$ cat src/rtl/vst_drain_queue.sv
// rtl/vst_drain_queue.sv - vector-store drain queue: beat FIFO feeding a req/ack memory write port
module vst_drain_queue #(
    parameter int DATA_W = 128,
    parameter int DEPTH  = 10,
    parameter int ADDR_W = 32,
    parameter int BEATS  = 8
) (
    input  logic              clk,
    input  logic              nrst,
    input  logic              st_start,
    input  logic [ADDR_W-1:0] st_base,
    input  logic              st_valid,
    input  logic [DATA_W-1:0] st_data,
    output logic              st_ready,
    output logic              mem_req,
    output logic [ADDR_W-1:0] mem_addr,
    output logic [DATA_W-1:0] mem_wdata,
    input  logic              mem_ack,
    output logic              busy,
    output logic              s_done,
    output logic              err
);

    localparam int PTR_W = (DEPTH > 1) ? $clog2(DEPTH) : 1;
    localparam int CNT_W = $clog2(DEPTH + 1);
    localparam int BC_W  = $clog2(BEATS + 1);

    localparam logic [PTR_W-1:0]  PTR_LAST   = PTR_W'(DEPTH - 1);
    localparam logic [CNT_W-1:0]  CNT_FULL   = CNT_W'(DEPTH);
    localparam logic [BC_W-1:0]   BEATS_C    = BC_W'(BEATS);
    localparam logic [ADDR_W-1:0] BEAT_BYTES = ADDR_W'(DATA_W / 8);

    typedef enum logic [1:0] {
        S_IDLE  = 2'd0,
        S_FILL  = 2'd1,
        S_DRAIN = 2'd2,
        S_DONE  = 2'd3
    } state_t;

    state_t              state_q, state_d;
    logic [ADDR_W-1:0]   base_q, base_d;
    logic [BC_W-1:0]     rx_cnt_q, rx_cnt_d;
    logic [BC_W-1:0]     tx_cnt_q, tx_cnt_d;
    logic [PTR_W-1:0]    wr_ptr_q, wr_ptr_d;
    logic [PTR_W-1:0]    rd_ptr_q, rd_ptr_d;
    logic [CNT_W-1:0]    count_q, count_d;
    logic [DATA_W-1:0]   fifo_q [DEPTH];
    logic [DATA_W-1:0]   fifo_d [DEPTH];
    logic                err_q, err_d;
    logic                push, pop;

    // State register; reset aborts any store in flight
    always_ff @(posedge clk or posedge nrst) begin
        if (nrst) begin
            state_q <= S_IDLE;
        end else begin
            state_q <= state_d;
        end
    end

    // Datapath registers: FIFO storage, pointers, beat counters, base and sticky error
    always_ff @(posedge clk or posedge nrst) begin
        if (nrst) begin
            base_q   <= '0;
            rx_cnt_q <= '0;
            tx_cnt_q <= '0;
            wr_ptr_q <= '0;
            rd_ptr_q <= '0;
            count_q  <= '0;
            fifo_q   <= '{default: '0};
            err_q    <= 1'b0;
        end else begin
            base_q   <= base_d;
            rx_cnt_q <= rx_cnt_d;
            tx_cnt_q <= tx_cnt_d;
            wr_ptr_q <= wr_ptr_d;
            rd_ptr_q <= rd_ptr_d;
            count_q  <= count_d;
            fifo_q   <= fifo_d;
            err_q    <= err_d;
        end
    end

    // Next state; uses next-cycle counters so s_done lands one cycle after the final ack
    always_comb begin
        state_d = state_q;
        case (state_q)
            S_IDLE:  if (st_start) state_d = S_FILL;
            S_FILL: begin
                if (tx_cnt_d == BEATS_C)      state_d = S_DONE;
                else if (rx_cnt_d == BEATS_C) state_d = S_DRAIN;
            end
            S_DRAIN: if (tx_cnt_d == BEATS_C) state_d = S_DONE;
            default: state_d = S_IDLE;
        endcase
    end

    // Handshake outputs depend on registered state only, never on mem_ack or st_valid
    always_comb begin
        st_ready = (state_q == S_FILL) && (count_q < CNT_FULL) && (rx_cnt_q < BEATS_C);
        mem_req  = ((state_q == S_FILL) || (state_q == S_DRAIN)) && (count_q != '0);
        busy     = (state_q != S_IDLE);
        s_done   = (state_q == S_DONE);
    end

    assign mem_addr  = base_q + ADDR_W'(tx_cnt_q) * BEAT_BYTES;
    assign mem_wdata = fifo_q[rd_ptr_q];
    assign err       = err_q;
    assign push      = st_valid && st_ready;
    assign pop       = mem_req && mem_ack;

    // FIFO push/pop, explicit pointer wrap for non-power-of-2 depth, counter updates
    always_comb begin
        base_d   = base_q;
        rx_cnt_d = rx_cnt_q;
        tx_cnt_d = tx_cnt_q;
        wr_ptr_d = wr_ptr_q;
        rd_ptr_d = rd_ptr_q;
        count_d  = count_q;
        fifo_d   = fifo_q;
        err_d    = err_q | (st_valid && !st_ready);

        if ((state_q == S_IDLE) && st_start) begin
            base_d   = st_base;
            rx_cnt_d = '0;
            tx_cnt_d = '0;
        end
        if (push) begin
            fifo_d[wr_ptr_q] = st_data;
            wr_ptr_d         = (wr_ptr_q == PTR_LAST) ? '0 : wr_ptr_q + PTR_W'(1);
            rx_cnt_d         = rx_cnt_q + BC_W'(1);
        end
        if (pop) begin
            rd_ptr_d = (rd_ptr_q == PTR_LAST) ? '0 : rd_ptr_q + PTR_W'(1);
            tx_cnt_d = tx_cnt_q + BC_W'(1);
        end
        case ({push, pop})
            2'b10:   count_d = count_q + CNT_W'(1);
            2'b01:   count_d = count_q - CNT_W'(1);
            default: count_d = count_q;
        endcase
    end

endmodule

$ cat config.mk
export PLATFORM = sky130hd
export DESIGN_NAME = vst_drain_queue
export DESIGN_NICKNAME = d
export VERILOG_FILES = /design/src/rtl/vst_drain_queue.sv
export SDC_FILE = /design/constraint.sdc
export NUM_CORES = 2
export LEC_CHECK = 0
export ABC_AREA = 1
export CAP_MARGIN = 30
export CORE_UTILIZATION = 30
export DETAILED_ROUTE_END_ITERATION = 10
export MAX_ROUTING_LAYER = met4
export REMOVE_ABC_BUFFERS = 1
export SETUP_SLACK_MARGIN = 0.15
export SLEW_MARGIN = 20
export SYNTH_ARGS = -nofsm -noshare
export SYNTH_HDL_FRONTEND = slang
export SYNTH_SLANG_ARGS = --single-unit
$ cat constraint.sdc
create_clock -name clk -period 68.3 [get_ports clk]
set_input_delay 20.49 -clock clk [delete_from_list [all_inputs] [get_ports clk]]
set_output_delay 20.49 -clock clk [all_outputs]
set_load 0.005 [all_outputs]
==> flow_summary.toml <==
[timing]
relSlewSlack_pct = 28.54
tns_ps = 0
setup_viol = 0
final.setup_skew_ps = 24.84
fmax_mhz = 38.18
max_slew.worst_pin.slew_ps = 1072
fin_ws_ps = 42110
rsz0062_at_grt = "no"
hold_viol = 0
drv_slew = 0
finalCritPeriodShare_pct = 38.35
fin_crit_ps = 26190

[place]
placed_area_sq_um = 62960
pre_cts_slack_ps = 42940
post-place-cells = 8887
gp_congestion = 0.8232
dpl.hpwl_um = 94910
numPortBuffers = 329

[grt]
grt_pass1_vias = 46080
track_usage_pct = 18.70
grt.overflow.total = 0
grt_first_pass_wirelength_um = 277500
grt_max_degree = 168
grt_antenna_before_repair = 5

[power_and_ir_drop]
powerDensity_nw_per_um2 = 47.34
p_leak_nw = 30.34
peakVddDrop_v = 0.00003298

[clock_network]
clkSlewWorstSetupHoldPaths_ps = 60
cts_tree = "yes"
clock_sinks = 1335
clk_path_buf_depth = 3
cts_setup_buffers = 0
postCtsHoldBufs = 0
post_cts_resized = 0
h-tree-depth = 4
numCtsBuffers = 151
clock_latency_ps = 800
root_buffer = "clkbuf_16"

[synth]
synth_cell_types = 41
async_flop_share_pct = 100.0
ys_seq_area_share_pct = 57.78
synth_ff_type = "dfrtp_1"
ys_warn_count = 0
netlist_instances = 6480
synth-edff-count = 0
syn_area_per_cell_sq_um = 8.922
synth_area_sq_um = 57810
ys_ff_latch = 1335

[drt]
num_vias = 47500
wl_um = 178100
ant_nets = 0
first_pass_iters = 5
wl_per_cell_um = 19.40
vias_per_cell = 5.175
dr.first_iter.drc_count = 4176
remaining_drc_errors = 0

[die]
io_pins = 330
start_util_pct = 30.30
dieHeight_um = 441.0
core.rowCount = 160
fp.dieW_um = 441.0
core_area_sq_um = 190800
dieArea_sq_um = 194500

[setup_path]
cp-start-kind = "flop"
crit_required_ps = 47810
cp_max_fo = 83
cp.arrival_ps = 5700
crit_path_end_kind = "primary output"
path_class = "reg -> out"
r2r_slack_ps = 64360

[layout]
drive_gt1_share_pct = 6.242
multi_input_area_sq_um = 21660
area_delta_synth_final_pct = 18.37
fin_cells = 9179
design_area_sq_um = 68440
regArea_sq_um = 33420
fin_nets = 6723
nFillCells = 19210

[hold_path]
hold_path_class = "reg -> reg"

[job]
max_cap_violations = 0

[outcome]
outcome = "finished clean"
==> where the power goes <==
group,switching (W),internal [W]
registers,0.000199,0.00113
logic,0.000657,0.000427
clock network,0.000342,0.000485
==> flip-flops by register name, summed over array words and instances, names as in the netlist <==
signal	flops
tx_cnt_q	4
rx_cnt_q	4
fifo_q	1280
base_q	32
wr_ptr_q	4
state_q	2
rd_ptr_q	4
count_q	4
err	1
==> per-stage QoR <==
stage / total power [W] / util (%) / hold slack (ps)
final: 0.003240 / 35.87 / 454.5
after global routing: 0.003473 / 35.87 / 489.6
after CTS: 0.003258 / 35.68 / 457.9
after detailed placement: 0.002417 / 33.00 / 446.1
after global placement: 0.002379 / 32.96 / 441.1
after floorplan: 0.002021 / - / 447.8
==> logic make-up (layout without fill, tap and decap cells) <==
kind of cell / after synthesis / count (layout) / synth area share, %
DFF: 1335 / 1335 / 57.78
adders and majority gates: 15 / 15 / 0.3376
AOI/OAI and AO/OA: 2156 / 2156 / 20.48
and+or+nand+nor: 2164 / 2164 / 14.69
muxes: 76 / 76 / 1.316
xor gates and xnor gates: 34 / 34 / 0.5151
other: 0 / 3 / 0
buffers and inverters: 700 / 885 / 4.880
==> cell usage after synthesis, types with 2 or more instances <==
cell type / number / area [sq um]
inv_2: 3 / 11.26
xor2_1: 25 / 219.0
dfrtp_1: 1335 / 33410
a22oi_1: 52 / 390.4
o21ai_1: 290 / 1451
nand4_1: 71 / 444.2
o21ai_0: 1493 / 7472
mux2i_1: 76 / 760.7
inv_1: 187 / 701.9
a31o_2: 52 / 455.4
nor2_1: 340 / 1276
clkbuf_1: 363 / 1363
a21oi_1: 58 / 290.3
buf_2: 107 / 535.5
nand3_1: 90 / 450.4
a221oi_1: 152 / 1331
buf_4: 14 / 105.1
nand3_2: 2 / 20.02
nor3_1: 14 / 70.07
o211ai_1: 54 / 405.4
nand2_1: 1638 / 6148
xnor2_1: 9 / 78.83
ha_1: 14 / 175.2
buf_1: 24 / 90.09
==> worst paths after layout <==
path / startpoint / endpoint / depth (start not counted)
worst max-delay path: rd_ptr_q[1] / mem_wdata[95] / 9
min in group asynchronous: nrst / fifo_q[186] / 2
worst min register to register: err / err / 1
max in group asynchronous: nrst / fifo_q[1150] / 7
worst max register to register: state_q[1] / fifo_q[880] / 13
worst min-delay path: err / err / 1
==> metal layers <==
metal	track usage [%]	wire length (um)	up-vias
met5	-	0	-
met4	6.044	5142	0
met3	2.719	10820	303
met2	29.34	82780	1676
met1	24.79	79370	23380
li1	-	-	22140
==> placed cells by master, fill, tap and decap left out, drive strengths merged, types with 3 or more instances in the layout <==
cell type      count
o21ai           1784
nand2           1638
dfrtp           1335
nor2             342
clkdlybuf4s50    329
clkbuf           227
inv              201
a221oi           152
nand3             93
buf               90
mux2i             76
nand4             72
a21oi             58
o211ai            54
a22oi             52
a31o              52
clkinv            29
xor2              25
nor3              14
ha                14
xnor2              9
bufinv             5
clkinvlp           4
diode              3
==> area by class of cell <==
cell class | instances | area share, %
Antenna cell | 3 | 0.01097
Clock buffer | 227 | 6.688
Clock inverter | 48 | 0.7697
Inverter | 191 | 1.110
Multi-Input combinational cell | 4445 | 31.65
Sequential cell | 1335 | 48.83
Tap cell | 2511 | 4.591
Timing Repair Buffer | 419 | 6.355
==> worst max-delay path: stages (launching register included) <==
cell,delay (ps)
dfrtp_4,800
inv_6,440
nor2_4,680
buf_16,240
buf_4,670
buf_4,830
a22oi_1,160
o211ai_1,140
a31o_2,270
clkdlybuf4s50_1,530
Note: power is estimated with default switching activity, not from simulation.
